[src/rtl/vend_purchase_ctrl_if.sv]
// Customer/owner-facing signal bundle of the vending purchase controller.
// The slave modport is the controller; master is the machine front panel side.
interface vend_purchase_ctrl_if;
  logic       mode;
  logic       coin_valid;
  logic [1:0] coin;
  logic       sel_valid;
  logic [1:0] sel;
  logic       cancel;
  logic       change_ack;
  logic       acc_clr;
  logic [4:0] machineAcc;
  logic [4:0] credit;
  logic       dispense_valid;
  logic [1:0] dispense_item;
  logic       change_valid;
  logic [4:0] change_amt;
  logic       coin_reject;
  logic       err_funds;
  logic       err_full;
  logic       greenLight;

  modport master (
    output mode, coin_valid, coin, sel_valid, sel, cancel, change_ack, acc_clr,
    input  machineAcc, credit, dispense_valid, dispense_item, change_valid,
           change_amt, coin_reject, err_funds, err_full, greenLight
  );

  modport slave (
    input  mode, coin_valid, coin, sel_valid, sel, cancel, change_ack, acc_clr,
    output machineAcc, credit, dispense_valid, dispense_item, change_valid,
           change_amt, coin_reject, err_funds, err_full, greenLight
  );
endinterface

[src/rtl/vend_purchase_ctrl.sv]
// Purchase controller: collects coins, vends priced items, returns change and
// keeps the 5-bit sales account read by the owner-retrieve stage.
module vend_purchase_ctrl #(
  parameter int unsigned PRICE0 = 3,
  parameter int unsigned PRICE1 = 5,
  parameter int unsigned PRICE2 = 7,
  parameter int unsigned PRICE3 = 10
) (
  input logic clk,
  input logic rst_n,
  vend_purchase_ctrl_if.slave bus
);

  typedef enum logic [1:0] {IDLE, COLLECT, VEND, CHANGE} state_t;

  state_t     stateReg, stateNext;
  logic [4:0] creditReg, creditNext;
  logic [4:0] accReg, accNext;
  logic [4:0] changeAmtReg, changeAmtNext;
  logic [1:0] selReg, selNext;
  logic       dispValidReg, dispValidNext;
  logic       changeValidReg, changeValidNext;
  logic       coinRejReg, coinRejNext;
  logic       errFundsReg, errFundsNext;
  logic       errFullReg, errFullNext;

  localparam int unsigned PRICES [4] = '{PRICE0, PRICE1, PRICE2, PRICE3};
  logic [4:0] priceTab [4];

  genvar gi;
  generate
    for (gi = 0; gi < 4; gi++) begin : g_price
      assign priceTab[gi] = 5'(PRICES[gi]);
    end
  endgenerate

  logic [4:0] coinVal;
  always_comb begin
    coinVal = 5'd1;
    case (bus.coin)
      2'b00: coinVal = 5'd1;
      2'b01: coinVal = 5'd2;
      2'b10: coinVal = 5'd5;
      2'b11: coinVal = 5'd10;
      default: coinVal = 5'd1;
    endcase
  end

  // Sums are formed one bit wider so overflow is detected, never truncated.
  logic [5:0] coinSum, accSum;
  logic [4:0] selPrice, vendPrice, remain;
  logic       fundsOk, fullOk;

  assign selPrice  = priceTab[bus.sel];
  assign vendPrice = priceTab[selReg];
  assign coinSum   = {1'b0, creditReg} + {1'b0, coinVal};
  assign accSum    = {1'b0, accReg} + {1'b0, selPrice};
  assign fundsOk   = creditReg >= selPrice;
  assign fullOk    = accSum <= 6'd31;
  assign remain    = creditReg - vendPrice;

  always_ff @(posedge clk or negedge rst_n) begin
    if (!rst_n) begin
      stateReg       <= IDLE;
      creditReg      <= '0;
      accReg         <= '0;
      changeAmtReg   <= '0;
      selReg         <= '0;
      dispValidReg   <= 1'b0;
      changeValidReg <= 1'b0;
      coinRejReg     <= 1'b0;
      errFundsReg    <= 1'b0;
      errFullReg     <= 1'b0;
    end else begin
      stateReg       <= stateNext;
      creditReg      <= creditNext;
      accReg         <= accNext;
      changeAmtReg   <= changeAmtNext;
      selReg         <= selNext;
      dispValidReg   <= dispValidNext;
      changeValidReg <= changeValidNext;
      coinRejReg     <= coinRejNext;
      errFundsReg    <= errFundsNext;
      errFullReg     <= errFullNext;
    end
  end

  // Owner mode in COLLECT takes precedence over every customer strobe.
  always_comb begin
    stateNext = stateReg;
    case (stateReg)
      IDLE:
        if (bus.coin_valid && !bus.mode) stateNext = COLLECT;
      COLLECT:
        if (bus.mode)                                  stateNext = (creditReg != 5'd0) ? CHANGE : IDLE;
        else if (bus.cancel)                           stateNext = CHANGE;
        else if (bus.sel_valid && fundsOk && fullOk)   stateNext = VEND;
      VEND:
        stateNext = (remain != 5'd0) ? CHANGE : IDLE;
      CHANGE:
        if (bus.change_ack) stateNext = IDLE;
      default:
        stateNext = IDLE;
    endcase
  end

  always_comb begin
    creditNext      = creditReg;
    accNext         = accReg;
    selNext         = selReg;
    changeAmtNext   = changeAmtReg;
    changeValidNext = changeValidReg;
    dispValidNext   = 1'b0;
    coinRejNext     = 1'b0;
    errFundsNext    = 1'b0;
    errFullNext     = 1'b0;
    if (bus.mode && bus.acc_clr && stateReg != VEND) accNext = '0;

    case (stateReg)
      IDLE: begin
        creditNext = '0;
        if (bus.coin_valid) begin
          if (bus.mode) coinRejNext = 1'b1;
          else          creditNext  = coinVal;
        end
      end
      COLLECT: begin
        if (bus.mode) begin
          coinRejNext = bus.coin_valid;
          if (creditReg != 5'd0) begin
            changeValidNext = 1'b1;
            changeAmtNext   = creditReg;
          end
        end else if (bus.cancel) begin
          coinRejNext     = bus.coin_valid;
          changeValidNext = 1'b1;
          changeAmtNext   = creditReg;
        end else if (bus.sel_valid) begin
          coinRejNext = bus.coin_valid;
          if (!fundsOk)     errFundsNext = 1'b1;
          else if (!fullOk) errFullNext  = 1'b1;
          else begin
            selNext       = bus.sel;
            dispValidNext = 1'b1;
          end
        end else if (bus.coin_valid) begin
          if (coinSum <= 6'd31) creditNext  = coinSum[4:0];
          else                  coinRejNext = 1'b1;
        end
      end
      VEND: begin
        coinRejNext = bus.coin_valid;
        accNext     = accReg + vendPrice;
        creditNext  = remain;
        if (remain != 5'd0) begin
          changeValidNext = 1'b1;
          changeAmtNext   = remain;
        end
      end
      CHANGE: begin
        coinRejNext = bus.coin_valid;
        if (bus.change_ack) begin
          creditNext      = '0;
          changeValidNext = 1'b0;
        end
      end
      default: ;
    endcase
  end

  assign bus.machineAcc     = accReg;
  assign bus.credit         = creditReg;
  assign bus.dispense_valid = dispValidReg;
  assign bus.dispense_item  = selReg;
  assign bus.change_valid   = changeValidReg;
  assign bus.change_amt     = changeAmtReg;
  assign bus.coin_reject    = coinRejReg;
  assign bus.err_funds      = errFundsReg;
  assign bus.err_full       = errFullReg;
  // Held low during reset so every output reads 0 while rst_n is asserted.
  assign bus.greenLight     = rst_n && !bus.mode && (stateReg == IDLE || stateReg == COLLECT);

endmodule
[src/flat_wrapper.sv]
// flat-port wrapper written by rule: the top's interface ports become plain ports
module vend_purchase_ctrl_flat 
#(
  parameter int unsigned PRICE0 = 3,
  parameter int unsigned PRICE1 = 5,
  parameter int unsigned PRICE2 = 7,
  parameter int unsigned PRICE3 = 10
)
  (clk, rst_n, bus_mode, bus_coin_valid, bus_coin, bus_sel_valid, bus_sel, bus_cancel, bus_change_ack, bus_acc_clr, bus_machineAcc, bus_credit, bus_dispense_valid, bus_dispense_item, bus_change_valid, bus_change_amt, bus_coin_reject, bus_err_funds, bus_err_full, bus_greenLight);
  vend_purchase_ctrl_if bus_i ();
  input logic clk;
  input logic rst_n;
  input wire logic [$bits(bus_i.mode)-1:0] bus_mode;
  input wire logic [$bits(bus_i.coin_valid)-1:0] bus_coin_valid;
  input wire logic [$bits(bus_i.coin)-1:0] bus_coin;
  input wire logic [$bits(bus_i.sel_valid)-1:0] bus_sel_valid;
  input wire logic [$bits(bus_i.sel)-1:0] bus_sel;
  input wire logic [$bits(bus_i.cancel)-1:0] bus_cancel;
  input wire logic [$bits(bus_i.change_ack)-1:0] bus_change_ack;
  input wire logic [$bits(bus_i.acc_clr)-1:0] bus_acc_clr;
  output wire logic [$bits(bus_i.machineAcc)-1:0] bus_machineAcc;
  output wire logic [$bits(bus_i.credit)-1:0] bus_credit;
  output wire logic [$bits(bus_i.dispense_valid)-1:0] bus_dispense_valid;
  output wire logic [$bits(bus_i.dispense_item)-1:0] bus_dispense_item;
  output wire logic [$bits(bus_i.change_valid)-1:0] bus_change_valid;
  output wire logic [$bits(bus_i.change_amt)-1:0] bus_change_amt;
  output wire logic [$bits(bus_i.coin_reject)-1:0] bus_coin_reject;
  output wire logic [$bits(bus_i.err_funds)-1:0] bus_err_funds;
  output wire logic [$bits(bus_i.err_full)-1:0] bus_err_full;
  output wire logic [$bits(bus_i.greenLight)-1:0] bus_greenLight;
  assign bus_i.mode = bus_mode;
  assign bus_i.coin_valid = bus_coin_valid;
  assign bus_i.coin = bus_coin;
  assign bus_i.sel_valid = bus_sel_valid;
  assign bus_i.sel = bus_sel;
  assign bus_i.cancel = bus_cancel;
  assign bus_i.change_ack = bus_change_ack;
  assign bus_i.acc_clr = bus_acc_clr;
  assign bus_machineAcc = bus_i.machineAcc;
  assign bus_credit = bus_i.credit;
  assign bus_dispense_valid = bus_i.dispense_valid;
  assign bus_dispense_item = bus_i.dispense_item;
  assign bus_change_valid = bus_i.change_valid;
  assign bus_change_amt = bus_i.change_amt;
  assign bus_coin_reject = bus_i.coin_reject;
  assign bus_err_funds = bus_i.err_funds;
  assign bus_err_full = bus_i.err_full;
  assign bus_greenLight = bus_i.greenLight;
  vend_purchase_ctrl #(.PRICE0(PRICE0), .PRICE1(PRICE1), .PRICE2(PRICE2), .PRICE3(PRICE3)) u_core (.clk(clk), .rst_n(rst_n), .bus(bus_i));
endmodule
[config.mk]
export PLATFORM = sky130hd
export DESIGN_NAME = vend_purchase_ctrl_flat
export DESIGN_NICKNAME = d
export VERILOG_FILES = /design/src/rtl/vend_purchase_ctrl_if.sv /design/src/rtl/vend_purchase_ctrl.sv /design/src/flat_wrapper.sv
export SDC_FILE = /design/constraint.sdc
export NUM_CORES = 1
export LEC_CHECK = 0
export CAP_MARGIN = 20
export CORE_ASPECT_RATIO = 0.75
export CORE_MARGIN = 4
export CORE_UTILIZATION = 53
export DETAILED_ROUTE_END_ITERATION = 12
export PLACE_DENSITY_LB_ADDON = 0.12
export SLEW_MARGIN = 20
export SYNTH_ARGS = -nofsm -noshare
export SYNTH_HDL_FRONTEND = slang
export SYNTH_SLANG_ARGS = --single-unit
[constraint.sdc]
create_clock -name clk -period 3.7 [get_ports clk]
set_clock_uncertainty 0.05 [all_clocks]
set_input_delay 1.11 -clock clk [delete_from_list [all_inputs] [get_ports clk]]
set_output_delay 1.11 -clock clk [all_outputs]
set_load 0.01 [all_outputs]
==> results.sh <==
export IMPL_status="finished clean"
export IMPL_final_setup_tns_ns=0
export IMPL_place_area_sq_um=2360
export IMPL_synth_compound_area_share_pct=21.5
export IMPL_die_area_sq_um=4730
export IMPL_drc=0
export IMPL_syn_inst=206
export IMPL_place_hpwl_mm=3.96
export IMPL_synth_simple_gate_area_share_pct=16.6
export IMPL_core_area_sq_um=3420
export IMPL_postLayoutCellArea_sq_um=2440
export IMPL_period_minus_slack_ns=3.49
export IMPL_critPathRequiredTime_ns=2.54
export IMPL_synth_ff_type="dfrtp_1"
export IMPL_max_slew_margin_pct=57.5
export IMPL_clkTransAtPathRegs_ns=0.08
export IMPL_syn_area_per_cell_sq_um=9.48
export IMPL_holdPathEnd="u_core.bus.change_valid"
export IMPL_first_pass_iters=4
export IMPL_max_cap_violations=0
export IMPL_yosysSeqAreaShare_pct=30.8
export IMPL_rsz0062_at_grt="false"
export IMPL_grt_pass1_vias=1635
export IMPL_ys_warnings_count=0
export IMPL_drive_above_1_share_pct=9.88
export IMPL_numPortBuffers=34
export IMPL_area_delta_synth_final_pct=24.8
export IMPL_clock_sink_count=24
export IMPL_die_h_um=60.6
export IMPL_synth_edf_count=0
export IMPL_grt_max_degree=25
export IMPL_grt_usage_pct=22.4
export IMPL_synth_top_area_cell="dfrtp_1"
export IMPL_synth_async_sr_flop_share_pct=100
export IMPL_grt_pass1_wl_mm=8.15
export IMPL_synth_nets=245
export IMPL_synthMuxAreaShare_pct=3.91
export IMPL_nNetsFinal=283
export IMPL_hold_class="reg -> reg"
export IMPL_hold_viol=0
export IMPL_place_congestion=0.904
export IMPL_cts_buffers=3
export IMPL_netlist_area_sq_um=1950
export IMPL_cts_root_buf="clkbuf_8"
export IMPL_vias_per_cell=5.82
export IMPL_final_common_cell="clkdlybuf4s50_1"
export IMPL_holdBufCountCts=0
export IMPL_die_x_um=78.1
export IMPL_timing_final_crit_share_pct=94.4
export IMPL_r2r_cells=10
export IMPL_antenna_found_initial=0
export IMPL_path_max_fanout=2
export IMPL_synthXorXnorAreaFrac_pct=3.91
export IMPL_cts_tree="built"
export IMPL_yosys_area_share_adder_pct=18.5
export IMPL_final_setup_viol_count=0
export IMPL_htree_levels=1
export IMPL_reg2reg_to="u_core.bus.change_amt[0]"
export IMPL_final_cell_mix="clkdlybuf4s50_1, ha_1, dfrtp_1"
export IMPL_ys_ff_latch=24
export IMPL_whs_ns=0.449
export IMPL_overflow=0
export IMPL_vias=1706
export IMPL_synthDistinctLibCells=55
export IMPL_drtIter0Drc=108
export IMPL_vdd_drop_max_mv=0.758
export IMPL_postCtsSetupRepairBufs=0
export IMPL_synth_top_area_share_pct=30.8
export IMPL_min_from="u_core.bus.change_valid"
export IMPL_fmax_mhz=286
export IMPL_setup_ws_ns=0.207
export IMPL_insertion_delay_ns=0.28
export IMPL_drv_slew=0
export IMPL_wire_per_inst_um=17.0
export IMPL_critPathArrivalTime_ns=2.33
export IMPL_regArea_sq_um=601
export IMPL_initial_core_util_pct=57.0
export IMPL_pre_cts_ws_ns=0.204
export IMPL_critPathLaunchType="input pin"
export IMPL_leakage_uw=0.00112
export IMPL_fillers=277
export IMPL_antenna_left=0
export IMPL_routed_wl_mm=4.98
export IMPL_power_density_nw_per_um2=1010
export IMPL_holdPathStages=1
export IMPL_worst_pin_slew_ns=0.637
export IMPL_max_clock_path_buffers=2
export IMPL_rrSetupSlack_ns=0.85
export IMPL_end_kind="output port"
export IMPL_synth_top_family_by_area="compound AO/OA/AOI/OAI gates"
export IMPL_ioPinCount=35
export IMPL_antennaDiodeCount=0
export IMPL_r2r_start="u_core.bus.dispense_item[0]"
export IMPL_path_class="in -> out"
export IMPL_cts_resized=0
export IMPL_multiInputGateArea_sq_um=1260
export IMPL_synthTopCellsByArea="dfrtp_1, ha_1, nand2_1"
export IMPL_row_count=18
[worst max-delay path by stage]
stage	start	to	slack, ns	cells past startpoint
after CTS	bus_mode	bus_greenLight	0.21	4
after global placement	rst_n	bus_greenLight	0.23	3
after detailed placement	bus_coin[0]	u_core.bus.credit[0]	0.20	8
final	bus_mode	bus_greenLight	0.21	4
after floorplan	bus_sel[1]	u_core.bus.dispense_item[0]	0.92	9
after global routing	bus_mode	bus_greenLight	0.14	4
[state kept, by name (all words and copies together), names as in the netlist]
name / count
u_core.bus.coin_reject: 1
u_core.bus.err_funds: 1
u_core.bus.dispense_item: 2
u_core.bus.change_amt: 5
u_core.stateReg: 2
u_core.bus.credit: 5
u_core.bus.change_valid: 1
u_core.bus.dispense_valid: 1
u_core.bus.err_full: 1
u_core.bus.machineAcc: 5
[synth_stat cells (all sizes together), types with 4 or more instances]
master,instances
o21ai,10
nor2,13
a21o,5
nand3,8
dfrtp,24
o211ai,6
xor2,4
nand2,19
nor2b,5
inv,18
nand2b,4
ha,24
mux2,4
a21oi,11
clkbuf,4
[kinds of logic (layout without fill, tap and decap cells)]
group           after synthesis  after routing
simple gates                 64             64
xor+xnor                      7              7
compound gates               54             54
mux                           6              6
buf+inv                      24             61
flops                        24             24
fa+ha+maj                    27             27
[routing by layer]
metal | up-vias | GRT usage (%) | routed length (um) | share of wire (%)
met5 | - | 0 | 0 | 0
met4 | 0 | 2.24 | 29 | 0.58
met3 | 4 | 3.26 | 245 | 4.9
met2 | 67 | 38.8 | 2340 | 47
met1 | 825 | 31.5 | 2370 | 48
li1 | 810 | - | - | -
[per-stage QoR]
stage | std cells | total power, uW | util [%]
2_1_floorplan | 206 | 1670 | -
3_3_place_gp | 289 | 2110 | 69.1
6_report | 293 | 2460 | 71.2
3_5_place_dp | 289 | 2200 | 69.1
4_1_cts | 293 | 2440 | 71.2
5_1_grt | 293 | 2630 | 71.2
[critical path, cell delays in order]
cell             delay, ns
clkdlybuf4s50_1       0.43
nor2_1                0.12
and2_1                0.14
clkdlybuf4s50_1       0.53
[area by class of cell]
type	instances	share of cell area [%]
multi-input combinational	158	51.6
sequential	24	24.7
tap	50	2.57
clock buffer	3	1.69
timing repair buffer	39	15.5
inverter	18	2.77
clock inverter	1	1.23
[power by group]
part           switching [uW]  internal [uW]
logic                     877            811
registers                 160            374
clock network            91.2            145
Power figures use the tool's default switching activity.
